<file path="src/rtl/regfile_write_arbiter.sv">
// regfile_write_arbiter
// Two-requester write arbiter in front of a 32-entry register-file write port.
// It also runs a zeroing sweep over registers 1..31, either on ClearStart or
// automatically after reset when CLEAR_ON_RESET=1.
// Optional feature: define REGFILE_WRITE_ARBITER_COUNT_EN to add a saturating
// 16-bit WriteCount output that counts cycles with RegWrite=1.
`timescale 1ns/1ps

module regfile_write_arbiter #(
   parameter int CLEAR_ON_RESET = 1,
   parameter int DATA_WIDTH     = 32
) (
   input  logic                  Clock,
   input  logic                  Reset_n,
   input  logic                  Req0Valid,
   input  logic                  Req1Valid,
   input  logic [4:0]            Req0Reg,
   input  logic [4:0]            Req1Reg,
   input  logic [DATA_WIDTH-1:0] Req0Data,
   input  logic [DATA_WIDTH-1:0] Req1Data,
   output logic                  Req0Ready,
   output logic                  Req1Ready,
   input  logic                  ClearStart,
   output logic                  Busy,
   output logic                  RegWrite,
   output logic [4:0]            WriteRegister,
   output logic [DATA_WIDTH-1:0] WriteData
`ifdef REGFILE_WRITE_ARBITER_COUNT_EN
   ,
   output logic [15:0]           WriteCount
`endif
);

   typedef enum logic {IDLE, CLEAR} state_t;

   state_t     state;
   logic       last_grant;    // 0: Req0 won the last accepted transfer, 1: Req1
   logic [4:0] clear_idx;
   logic       auto_pend;     // one-shot: start a sweep on the first edge after reset
   logic       start_clear;
   logic       grant0;
   logic       grant1;

   // Grant decode: clear wins, then a lone requester, then round-robin on a tie.
   always_comb begin
      // NOTE: every always_comb output gets a default first so no path can infer a latch.
      grant0      = 1'b0;
      grant1      = 1'b0;
      start_clear = (state == IDLE) && (ClearStart || auto_pend);
      if (Reset_n && (state == IDLE) && !start_clear) begin
         if (Req0Valid && (!Req1Valid || last_grant))
            grant0 = 1'b1;
         else if (Req1Valid)
            grant1 = 1'b1;
      end
   end

   assign Req0Ready = grant0;
   assign Req1Ready = grant1;
   assign Busy      = (state == CLEAR);

   // Sweep FSM with registered write-port outputs; accepted requests land one cycle later.
   always_ff @(posedge Clock or negedge Reset_n) begin
      if (!Reset_n) begin
         state         <= IDLE;
         last_grant    <= 1'b1;
         clear_idx     <= 5'd1;
         auto_pend     <= (CLEAR_ON_RESET != 0);
         RegWrite      <= 1'b0;
         WriteRegister <= 5'd0;
         WriteData     <= '0;
      end else begin
         // NOTE: sequential state uses non-blocking assignments so every register
         // samples pre-edge values regardless of statement order.
         auto_pend <= 1'b0;
         RegWrite  <= 1'b0;
         case (state)
            IDLE: begin
               if (start_clear) begin
                  state     <= CLEAR;
                  clear_idx <= 5'd1;
               end else if (grant0) begin
                  last_grant <= 1'b0;
                  if (Req0Reg != 5'd0) begin
                     RegWrite      <= 1'b1;
                     WriteRegister <= Req0Reg;
                     WriteData     <= Req0Data;
                  end
               end else if (grant1) begin
                  last_grant <= 1'b1;
                  if (Req1Reg != 5'd0) begin
                     RegWrite      <= 1'b1;
                     WriteRegister <= Req1Reg;
                     WriteData     <= Req1Data;
                  end
               end
            end
            CLEAR: begin
               RegWrite      <= 1'b1;
               WriteRegister <= clear_idx;
               WriteData     <= '0;
               if (clear_idx == 5'd31) begin
                  state     <= IDLE;
                  clear_idx <= 5'd1;
               end else begin
                  clear_idx <= clear_idx + 5'd1;
               end
            end
            default: state <= IDLE;
         endcase
      end
   end

`ifdef REGFILE_WRITE_ARBITER_COUNT_EN
   // Saturating count of cycles on which the write port is active.
   always_ff @(posedge Clock or negedge Reset_n) begin
      if (!Reset_n)
         WriteCount <= 16'd0;
      else if (RegWrite && (WriteCount != 16'hFFFF))
         WriteCount <= WriteCount + 16'd1;
   end
`endif

endmodule
</file>
<file path="config.mk">
export PLATFORM = sky130hd
export DESIGN_NAME = regfile_write_arbiter
export DESIGN_NICKNAME = d
export VERILOG_FILES = /design/src/rtl/regfile_write_arbiter.sv
export SDC_FILE = /design/constraint.sdc
export NUM_CORES = 1
export LEC_CHECK = 0
export BUFFER_PORTS_ARGS = -buffer_cell sky130_fd_sc_hd__clkbuf_2
export CORE_MARGIN = 5
export CORE_UTILIZATION = 45
export CTS_CLUSTER_SIZE = 10
export DETAILED_ROUTE_END_ITERATION = 7
export GPL_TIMING_DRIVEN = 0
export PLACE_DENSITY_LB_ADDON = 0.08
export SLEW_MARGIN = 20
export SYNTH_ARGS = -nofsm -noshare
export SYNTH_HDL_FRONTEND = slang
export SYNTH_SLANG_ARGS = --single-unit
</file>
<file path="constraint.sdc">
create_clock -name Clock -period 2.9 [get_ports Clock]
set_input_delay 0.29 -clock Clock [delete_from_list [all_inputs] [get_ports Clock]]
set_output_delay 0.29 -clock Clock [all_outputs]
set_load 0.02 [all_outputs]
</file>
==> metrics.md, run 1 <==
| Metric | Value |
|---|---|
| Run status | `complete, no violations` |
| Die Ht | `83.4 µm` |
| PortBufs | `119` |
| Post-Syn Area | `2420 µm²` |
| Post-DP HPWL | `4.88 mm` |
| Ranking of synthesized cells by area | `dfrtp_1 (44%), nand2_1 (12%), mux2_2 (11%)` |
| Syn avg cell area | `9.62 µm²` |
| Max VDD drop | `between 0.3 and 0.4 mV` |
| Cts repair resizes | `0` |
| Fin crit share | `between 80% and 90%` |
| Worst path required time | `2.61 ns` |
| Worst setup margin | `0.381 ns` |
| Final core utilization | `61.9%` |
| Slew headroom | `56.2%` |
| Drt via density | `between 4 and 5` |
| Setup TNS | `0 ns` |
| Cell Chain, Critical Path | `clkbuf_4 > nor4b_4 > nand3_1 > clkinv_1 > clkbuf_1 > clkbuf_2` |
| Root Buffer Master | `clkbuf_8` |
| Diodes inserted | `0` |
| Synth top area share | `approximately 44%` |
| Reg clk slew, reported paths | `0.08 ns` |
| Die Area | `6950 µm²` |
| Slew Limit Fails | `0` |
| Largest stage delay, worst path | `0.53 ns` |
| Async S/R FF share, synth | `100%` |
| Remaining antenna violation count after routing | `0` |
| Total number of clock tree sinks | `46` |
| Post-synth top cells | `nand2_1 (75), dfrtp_1 (43), a21oi_1 (37), mux2_2 (23), mux2_1 (14)` |
| H-tree depth | `2` |
| WP buf/inv | `4` |
| Fmax | `between 300 and 400 MHz` |
| Vias | `2209` |
| Count of final hold-check violations | `0` |
| Worst-path fanout max | `between 40 and 50` |
| Initial antenna violation count | `0` |
| Leak | `about 1.8 nW` |
| Layout area overhead | `32.1%` |
| Top-count cell post-synth | `nand2_1` |
| Crit end category | `output port` |
| RSZ-0062 raised after global routing | `false` |
| Vias in the first global route | `2119` |
| Total track usage | `18.5%` |
| Hold Slack | `0.0301 ns` |
| Netlist cell types | `31` |
| Clock skew | `between 0.007 and 0.008 ns` |
| Hold/Removal Path Class | `primary input to async pin` |
| Initial Util | `46.9%` |
| Cell area after layout | `3200 µm²` |
| Total power | `1.86 mW` |
| Flops & latches, synth | `46` |
| Placed insts | `between 400 and 500` |
| Cts hold-fix bufs | `0` |
| Fill cells | `~460` |
| IO Count | `120` |
| Max Root-Sink Buffers | `2` |
| Total grt overflow | `0` |
| Final setup fails | `0` |
| CTS tree | `yes` |
| Pwr per Cell Area | `582 nW/µm²` |
| Post-synth top area cell | `dfrtp_1` |
| NumNets Final | `460` |
| Worst skew pair latency | `0.30 ns` |
| Worst-Margin Slew | `0.657 ns` |
| Max-Cap Viols | `0` |
| First-pass GRT wire length | `roughly 11 mm` |
| Post-Syn Instances | `252` |
| EDFF count, synth | `0` |
| Drt drc | `0` |
| Flop-to-flop setup slack | `0.56 ns` |
| Placer Congestion | `a little over 0.8` |
| Iteration-0 DRC Markers | `55` |
| Dpl ws | `around 0.14 ns` |
| DR WL/cell | `14.0 µm` |
| Slowest CP cell | `clkbuf_4` |
| Final wirelength | `6.28 mm` |
| Pre-Repair DR Iteration Count | `5` |
| Pin count of the biggest net entering global routing | `49` |
| Core area | `5170 µm²` |
| Crit Path Class | `primary input to output port` |
| Crit path launch type | `primary input` |
| Sequential-to-total area share from yosys stat | `47.7%` |
| Post-CTS Setup Inserts | `0` |
| DP Area | `3110 µm²` |
| Crit-path leading delay family | `buffers and inverters` |
| Synth Net Count | `approximately 330` |
| Final cell count without fillers | `around 450` |
| Crit path DAT | `2.23 ns` |
| Share of layout cells above drive strength 1 | `42.0%` |
| Synth Warn # | `0` |
| Clock period minus worst slack | `2.52 ns` |
| Num rows | `26` |
| Main synth FF type | `dfrtp_1` |
| Die Wd | `83.4 µm` |
| CTS buffer count | `5` |
path summary, 6_finish.rpt:
kind,start,end,cells after the start
setup reg to reg,Busy$_DFF_PN0_,WriteData[1]$_DFFE_PN0P_,8
hold reg to reg,WriteData[6]$_DFFE_PN0P_,WriteData[6]$_DFFE_PN0P_,1
hold / removal,Reset_n,WriteData[29]$_DFFE_PN0P_,1
min in group Clock,Req0Valid,last_grant$_DFFE_PN1P_,2
setup / recovery,Reset_n,Req0Ready,6
max in group asynchronous,Reset_n,RegWrite$_DFF_PN0_,1
cells in the final DEF (no fill, tap or decap), types with 2 or more instances in the layout:
| cell type | count |
|---|---|
| clkbuf_2 | 118 |
| nand2_1 | 75 |
| dfrtp_1 | 43 |
| a21oi_1 | 37 |
| mux2_2 | 23 |
| mux2_1 | 14 |
| clkbuf_1 | 12 |
| o21ai_0 | 6 |
| clkbuf_8 | 6 |
| nor2_1 | 4 |
| and3_1 | 3 |
| mux2i_1 | 3 |
| o22ai_1 | 3 |
| ha_1 | 3 |
| dfstp_2 | 3 |
| buf_6 | 2 |
| nand2b_1 | 2 |
| nand3_1 | 2 |
| or4_1 | 2 |
| buf_8 | 2 |
| inv_1 | 2 |
kinds of logic (layout without fill, tap and decap cells):
group,count (synthesis),count (layout),share of synthesized area (%)
other,1,1,0.155
DFF,46,46,47.7
xor gates and xnor gates,2,2,0.723
and+or+nand+nor,91,91,16.0
muxes,40,40,18.4
AOI/OAI and AO/OA,49,49,10.7
buffers and inverters,20,147,4.80
adders and majority gates,3,3,1.55
cell type report:
| type | instances | area, µm² | share of cell area [%] |
|---|---|---|---|
| clock inverter | 1 | 5.00 | 0.156 |
| sequential | 46 | 1150 | 36.1 |
| timing repair buffer | 119 | 598 | 18.7 |
| inverter | 3 | 11.3 | 0.352 |
| tap | 70 | 87.6 | 2.74 |
| clock buffer | 7 | 86.3 | 2.70 |
| buffer | 17 | 105 | 3.28 |
| multi-input combinational | 186 | 1150 | 36.0 |
registers in the layout, indices dropped and copies added, names as in the netlist:
name,cells
WriteData,32
last_grant,1
WriteRegister,5
clear_idx,5
Busy,1
RegWrite,1
auto_pend,1
routing by layer:
layer  up-vias  share of wire (%)  track usage [%]
met1      1015                 44             24.3
met2        83                 48             30.2
met3         6                7.7             5.25
li1       1105                  -                -
met4         0                1.0             4.46
met5         -                  0                0
report_power, final:
part | total [mW] | internal [mW] | switching, mW
clock | 0.406 | 0.193 | 0.214
combinational | 0.609 | 0.275 | 0.334
sequential | 0.849 | 0.768 | 0.0804
total | 1.86 | 1.24 | 0.628
Note: power is estimated with default switching activity, not from simulation.
==> run 2: changes to the inputs <==
--- a/config.mk
+++ b/config.mk
@@ -12,5 +12,7 @@
 export DETAILED_ROUTE_END_ITERATION = 7
 export GPL_TIMING_DRIVEN = 0
+export MAX_ROUTING_LAYER = met4
 export PLACE_DENSITY_LB_ADDON = 0.08
+export SKIP_LAST_GASP = 1
 export SLEW_MARGIN = 20
 export SYNTH_ARGS = -nofsm -noshare
==> constraint.sdc (replaced) <==
create_clock -name Clock -period 2.9 [get_ports Clock]
set_input_delay 0.58 -clock Clock [delete_from_list [all_inputs] [get_ports Clock]]
set_output_delay 0.58 -clock Clock [all_outputs]
set_load 0.02 [all_outputs]
==> metrics.md, run 2 (synthesis results as in run 1) <==
| Metric | Value |
|---|---|
| H-tree depth | `2 (unchanged)` |
| Die Area | `6950 µm² (unchanged)` |
| Pre-Repair DR Iteration Count | `5 (unchanged)` |
| Remaining antenna violation count after routing | `0 (unchanged)` |
| Num rows | `26 (unchanged)` |
| Commonest non-fill, non-tap cell in the layout | `clkbuf_2` |
| Drt drc | `0 (unchanged)` |
| Pwr per Cell Area | `582 nW/µm² (about the same)` |
| Vias | `2214 (+0.23%)` |
| Core area | `5170 µm² (unchanged)` |
| Fin crit share | `89.4% (+2.6 points)` |
| Setup TNS | `0 ns (unchanged)` |
| Hold/Removal Path Class | `primary input to async pin` |
| Worst-Margin Slew | `0.531 ns (-0.126 ns)` |
| First-pass GRT wire length | `10.6 mm (+0.13%)` |
| Largest stage delay, worst path | `0.33 ns (-0.20 ns)` |
| Fmax | `386 MHz (-2.9%)` |
| Total power | `1.86 mW (about the same)` |
| Max Root-Sink Buffers | `2 (unchanged)` |
| Crit Path Class | `primary input to output port` |
| Final cell count without fillers | `448 (-0.22%)` |
| Cell Chain, Critical Path | `clkbuf_8 > nor4b_4 > nand3_1 > clkinv_1 > clkbuf_2` |
| RSZ-0062 raised after global routing | `false` |
| Slowest CP cell | `clkbuf_8` |
| Initial antenna violation count | `0 (unchanged)` |
| Max VDD drop | `0.383 mV (about the same)` |
| Total number of clock tree sinks | `46 (unchanged)` |
| Die Wd | `83.4 µm (unchanged)` |
| Clock skew | `0.00766 ns (-0.0000767 ns)` |
| Final wirelength | `6.28 mm (about the same)` |
| PortBufs | `119 (unchanged)` |
| Diodes inserted | `0 (unchanged)` |
| Commonest non-fill, non-tap cells in the layout | `clkbuf_2 (118), nand2_1 (75), dfrtp_1 (43)` |
| Max-Cap Viols | `0 (unchanged)` |
| Layout area overhead | `32.2% (about the same)` |
| CTS buffer count | `5 (unchanged)` |
| Total track usage | `19.1% (+0.55 points)` |
| Die Ht | `83.4 µm (unchanged)` |
| Post-CTS Setup Inserts | `0 (unchanged)` |
| Pin count of the biggest net entering global routing | `49 (unchanged)` |
| Worst skew pair latency | `0.30 ns (about the same)` |
| Root Buffer Master | `clkbuf_8` |
| Crit-path leading delay family | `buffers and inverters` |
| Biggest register | `WriteData` |
| Cts hold-fix bufs | `0 (unchanged)` |
| Largest register FFs | `32 (unchanged)` |
| Worst path required time | `2.32 ns (-0.29 ns)` |
| IO Count | `120 (unchanged)` |
| Post-DP HPWL | `4.88 mm (unchanged)` |
| CTS tree | `yes` |
| Share of layout cells above drive strength 1 | `42.1% (+0.11 points)` |
| Hold Slack | `0.200 ns (+0.170 ns)` |
| NumNets Final | `459 (-0.22%)` |
| Worst-path fanout max | `48 (unchanged)` |
| Iteration-0 DRC Markers | `60 (+9.1%)` |
| Fill cells | `463 (-0.22%)` |
| CP Launch Point | `Reset_n` |
| Vias in the first global route | `2122 (+0.14%)` |
| WP buf/inv | `3 (-1)` |
| Count of final hold-check violations | `0 (unchanged)` |
| Crit path launch type | `primary input` |
| Final setup fails | `0 (unchanged)` |
| Initial Util | `46.9% (unchanged)` |
| Run status | `complete, no violations` |
| Reg-to-Reg Start | `Busy$_DFF_PN0_` |
| Placed insts | `441 (unchanged)` |
| Crit end category | `output port` |
| Total grt overflow | `0 (unchanged)` |
| Slew headroom | `64.6% (+8.4 points)` |
| Drt via density | `4.94 (+0.45%)` |
| Largest regs | `WriteData (32), WriteRegister (5), clear_idx (5)` |
| Crit path DAT | `2.01 ns (-0.22 ns)` |
| Placer Congestion | `0.817 (+1.5%)` |
| Clock period minus worst slack | `2.59 ns (+0.0748 ns)` |
| Reg clk slew, reported paths | `0.08 ns (about the same)` |
| DR WL/cell | `14.0 µm (+0.19%)` |
| Slew Limit Fails | `0 (unchanged)` |
| Final core utilization | `61.9% (about the same)` |
| Cts repair resizes | `1 (+1)` |
| Leak | `1.77 nW (about the same)` |
## run 2: cell type report
cell class	instances	area [µm²]	share of cell area, %
clock buffer	7	86.3	2.70
tap	70	87.6	2.73
sequential	46	1150	36.1
clock inverter	1	5.00	0.156
multi-input combinational	186	1150	36.0
timing repair buffer	119	604	18.9
buffer	16	101	3.16
inverter	3	11.3	0.352
## run 2: power by group
part	leakage [nW]	internal (mW)	total, mW	switching, mW
Sequential	0.602	0.768	0.849	0.0805
Clock	0.0482	0.193	0.406	0.213
Combinational	1.12	0.276	0.609	0.334
## run 2: final timing paths
| path | cells after the start | to | slack [ns] |
|---|---|---|---|
| hold / removal | 1 | WriteData[29]$_DFFE_PN0P_ | 0.20 |
| max in group asynchronous | 1 | last_grant$_DFFE_PN1P_ | 2.36 |
| setup / recovery | 5 | Req0Ready | 0.31 |
| setup reg to reg | 8 | WriteData[1]$_DFFE_PN0P_ | 0.56 |
| min in group Clock | 2 | last_grant$_DFFE_PN1P_ | 0.47 |
| hold reg to reg | 1 | WriteData[4]$_DFFE_PN0P_ | 0.49 |
## run 2: layer usage
| metal | GRT usage (%) | share of wire, % | vias up |
|---|---|---|---|
| met1 | 24.6 | 44 | 1020 |
| li1 | - | - | 1107 |
| met3 | 4.95 | 7.6 | 6 |
| met2 | 30.1 | 48 | 81 |
| met5 | - | 0 | - |
| met4 | 4.46 | 0.97 | 0 |
## run 2: stage by stage
stage | area (µm²) | setup WS, ns
floorplan | 2420 | 0.642
global placement | 3110 | -0.688
detailed placement | 3110 | -0.273
CTS | 3200 | 0.258
global route | 3200 | 0.0963
finish | 3200 | 0.306
## run 2: worst register-to-register path: stages, from the launching register on
cell and delay (ns):
dfrtp_1 0.40, buf_6 0.15, nor4b_4 0.32, nand3_1 0.18
or3_1 0.39, o21ai_2 0.09, buf_6 0.19, buf_8 0.16
mux2_1 0.34
==> run 3: changes to the inputs <==
ABC_AREA = 1   (was default)
==> metrics.md, run 3 <==
| Metric | Value |
|---|---|
| Run status | `complete, no violations` |
| Placer Congestion | `0.866 (+6.0%)` |
| Share of layout cells above drive strength 1 | `30.9% (-11 points)` |
| Post-synth top area cell | `dfrtp_1` |
| Slew Limit Fails | `0 (unchanged)` |
| NumNets Final | `566 (+23%)` |
| Final setup fails | `0 (unchanged)` |
| Max Root-Sink Buffers | `2 (unchanged)` |
| Pin count of the biggest net entering global routing | `48 (-2.0%)` |
| Synth top area share | `42.6% (-1.8 points)` |
| Placed insts | `549 (+24%)` |
| Post-Syn Area | `2520 µm² (+4.1%)` |
| Cell Chain, Critical Path | `clkbuf_4 > nand3_4 > nor2_4 > buf_2 > clkbuf_2` |
| Clock power frac | `17.8% (-4.0 points)` |
| Netlist cell types | `25 (-19%)` |
| Final wirelength | `6.93 mm (+10%)` |
| Initial Util | `46.1% (-0.74 points)` |
| Post-Syn Instances | `358 (+42%)` |
| Num rows | `27 (+3.8%)` |
| Core area | `5470 µm² (+5.8%)` |
| DR WL/cell | `12.4 µm (-11%)` |
| Largest regs | `WriteData (32), WriteRegister (5), clear_idx (5)` |
| Worst path required time | `2.32 ns (about the same)` |
| Remaining antenna violation count after routing | `0 (unchanged)` |
| Worst setup margin | `0.355 ns (+0.0485 ns)` |
| Die Area | `7210 µm² (+3.6%)` |
| Worst skew pair latency | `0.30 ns (about the same)` |
| EDFF count, synth | `0 (unchanged)` |
| Synth Warn # | `0 (unchanged)` |
| Part of the power in combinational logic | `46.0% (+13 points)` |
| Crit path launch type | `primary input` |
| Ranking of synthesized cells by area | `dfrtp_1 (43%), nand2_1 (30%), a21oi_1 (6.5%)` |
| Final cell count without fillers | `557 (+24%)` |
| Drt drc | `0 (unchanged)` |
| Fin crit share | `87.8% (-1.7 points)` |
| Top-count cell post-synth | `nand2_1` |
| Worst-Margin Slew | `0.658 ns (+0.127 ns)` |
| Post-synth top cells | `nand2_1 (204), dfrtp_1 (43), a21oi_1 (33), inv_1 (11), nand3_1 (11)` |
| Flops & latches, synth | `46 (unchanged)` |
| Fmax | `393 MHz (+1.9%)` |
| PortBufs | `119 (unchanged)` |
| Hold/Removal Path Class | `primary input to async pin` |
| Diodes inserted | `0 (unchanged)` |
| Die Wd | `84.9 µm (+1.8%)` |
| Slowest CP cell | `clkbuf_4` |
| Cts hold-fix bufs | `0 (unchanged)` |
| Synth Net Count | `440 (+32%)` |
| Die Ht | `84.9 µm (+1.8%)` |
| Dpl ws | `0.291 ns (+0.564 ns)` |
| Total track usage | `19.5% (+0.43 points)` |
| Vias | `2607 (+18%)` |
| Total number of clock tree sinks | `46 (unchanged)` |
| Reg clk slew, reported paths | `0.08 ns (about the same)` |
| Sequential-to-total area share from yosys stat | `45.8% (-1.9 points)` |
| Cts repair resizes | `0 (-1)` |
| Layout area overhead | `31.5%` |
| Biggest register | `WriteData` |
| CTS buffer count | `5 (unchanged)` |
| Post-CTS Setup Inserts | `0 (unchanged)` |
| Crit path DAT | `1.97 ns (-0.04 ns)` |
| Clock skew | `0.00367 ns (-0.00399 ns)` |
| Crit end category | `output port` |
| First-pass GRT wire length | `11.1 mm (+4.8%)` |
| NetSw | `1.14 mW (+81%)` |
| Leak | `1.97 nW (+11%)` |
| Drt via density | `4.68 (-5.3%)` |
| Iteration-0 DRC Markers | `82 (+37%)` |
| IO Count | `120 (unchanged)` |
| Commonest non-fill, non-tap cells in the layout | `nand2_1 (204), clkbuf_2 (118), dfrtp_1 (43)` |
| Vias in the first global route | `2434 (+15%)` |
| Pre-Repair DR Iteration Count | `4 (-1)` |
| Seq pwr share | `36.3% (-9.2 points)` |
| Count of final hold-check violations | `0 (unchanged)` |
| Int Pwr | `1.52 mW (+23%)` |
| Syn avg cell area | `7.05 µm² (-27%)` |
| Post-DP HPWL | `5.26 mm (+7.7%)` |
| Sw frac | `42.7% (+9.1 points)` |
| Pwr per Cell Area | `801 nW/µm² (+38%)` |
| Slew headroom | `56.1% (-8.5 points)` |
| Worst-path fanout max | `47 (-2.1%)` |
| Clock period minus worst slack | `2.55 ns (-0.0485 ns)` |
| Hold Slack | `0.316 ns (+0.116 ns)` |
| RSZ-0062 raised after global routing | `false` |
| Max VDD drop | `0.412 mV (+7.6%)` |
| H-tree depth | `2 (unchanged)` |
| Commonest non-fill, non-tap cell in the layout | `nand2_1` |
| Initial antenna violation count | `0 (unchanged)` |
| Cell area after layout | `3320 µm² (+3.6%)` |
| Largest stage delay, worst path | `0.53 ns (+0.20 ns)` |
| Largest register FFs | `32 (unchanged)` |
| CTS tree | `yes` |
| Crit Path Class | `primary input to output port` |
| Total grt overflow | `0 (unchanged)` |
| DP Area | `3210 µm² (+3.3%)` |
| Max-Cap Viols | `0 (unchanged)` |
| Main synth FF type | `dfrtp_1` |
| Total power | `2.66 mW (+43%)` |
| Root Buffer Master | `clkbuf_8` |
| Async S/R FF share, synth | `100% (unchanged)` |
[run 3: path summary, 6_finish.rpt]
| kind | end | startpoint | slack, ns | cells after the start |
|---|---|---|---|---|
| min | WriteData[31]$_DFFE_PN0P_ | Reset_n | 0.32 | 1 |
| max | Req0Ready | Reset_n | 0.35 | 5 |
| max in group asynchronous | WriteData[26]$_DFFE_PN0P_ | Reset_n | 2.14 | 1 |
| max reg2reg | WriteRegister[2]$_DFFE_PN0P_ | Busy$_DFF_PN0_ | 1.15 | 10 |
| min in group Clock | WriteRegister[4]$_DFFE_PN0P_ | WriteRegister[4]$_DFFE_PN0P_ | 0.48 | 2 |
| min reg2reg | WriteRegister[4]$_DFFE_PN0P_ | WriteRegister[4]$_DFFE_PN0P_ | 0.48 | 2 |
[run 3: per-stage QoR]
stage / TNS [ns] / utilization, %
floorplan: 0 / -
global placement: -0.109 / 58.6
detailed placement: 0 / 58.7
CTS: 0 / 60.6
global route: 0 / 60.6
finish: 0 / 60.6
[run 3: cells by family (layout without fill, tap and decap cells)]
logic type | after synthesis | count (layout) | share of synthesized area, %
simple gates | 230 | 230 | 36.2
flops | 46 | 46 | 45.8
compound gates | 44 | 44 | 9.47
buf+inv | 33 | 160 | 6.59
fa+ha+maj | 3 | 3 | 1.49
other cells | 1 | 1 | 0.149
xor+xnor | 1 | 1 | 0.347
[run 3: critical path: cells and delay by family]
family        cells  cell delay [ns]
simple gates      2             0.38
buf+inv           3             0.97
[run 3: power by group through the flow]
stage / Sequential [mW] / Clock (mW) / Combinational, mW
floorplan: 1.15 / 0 / 0.637
global placement: 0.967 / 0 / 1.22
CTS: 0.961 / 0.477 / 1.24
global route: 0.990 / 0.508 / 1.36
finish: 0.964 / 0.473 / 1.22
detailed placement: 0.973 / 0 / 1.23
[run 3: cell type report]
type / instances / area, µm²
sequential: 46 / 1150
timing repair buffer: 119 / 598
fill: 545 / 2150
inverter: 13 / 48.8
buffer: 20 / 118
multi-input combinational: 279 / 1200
clock buffer: 7 / 76.3
tap: 72 / 90.1
clock inverter: 1 / 30.0
[run 3: layer usage]
| metal | vias to the layer above | share of wire (%) | global-route usage [%] |
|---|---|---|---|
| met4 | 0 | 0.53 | 4.46 |
| met5 | - | 0 | - |
| li1 | 1361 | - | - |
| met1 | 1167 | 47 | 25.3 |
| met2 | 75 | 47 | 31.4 |
| met3 | 4 | 5.7 | 4.17 |
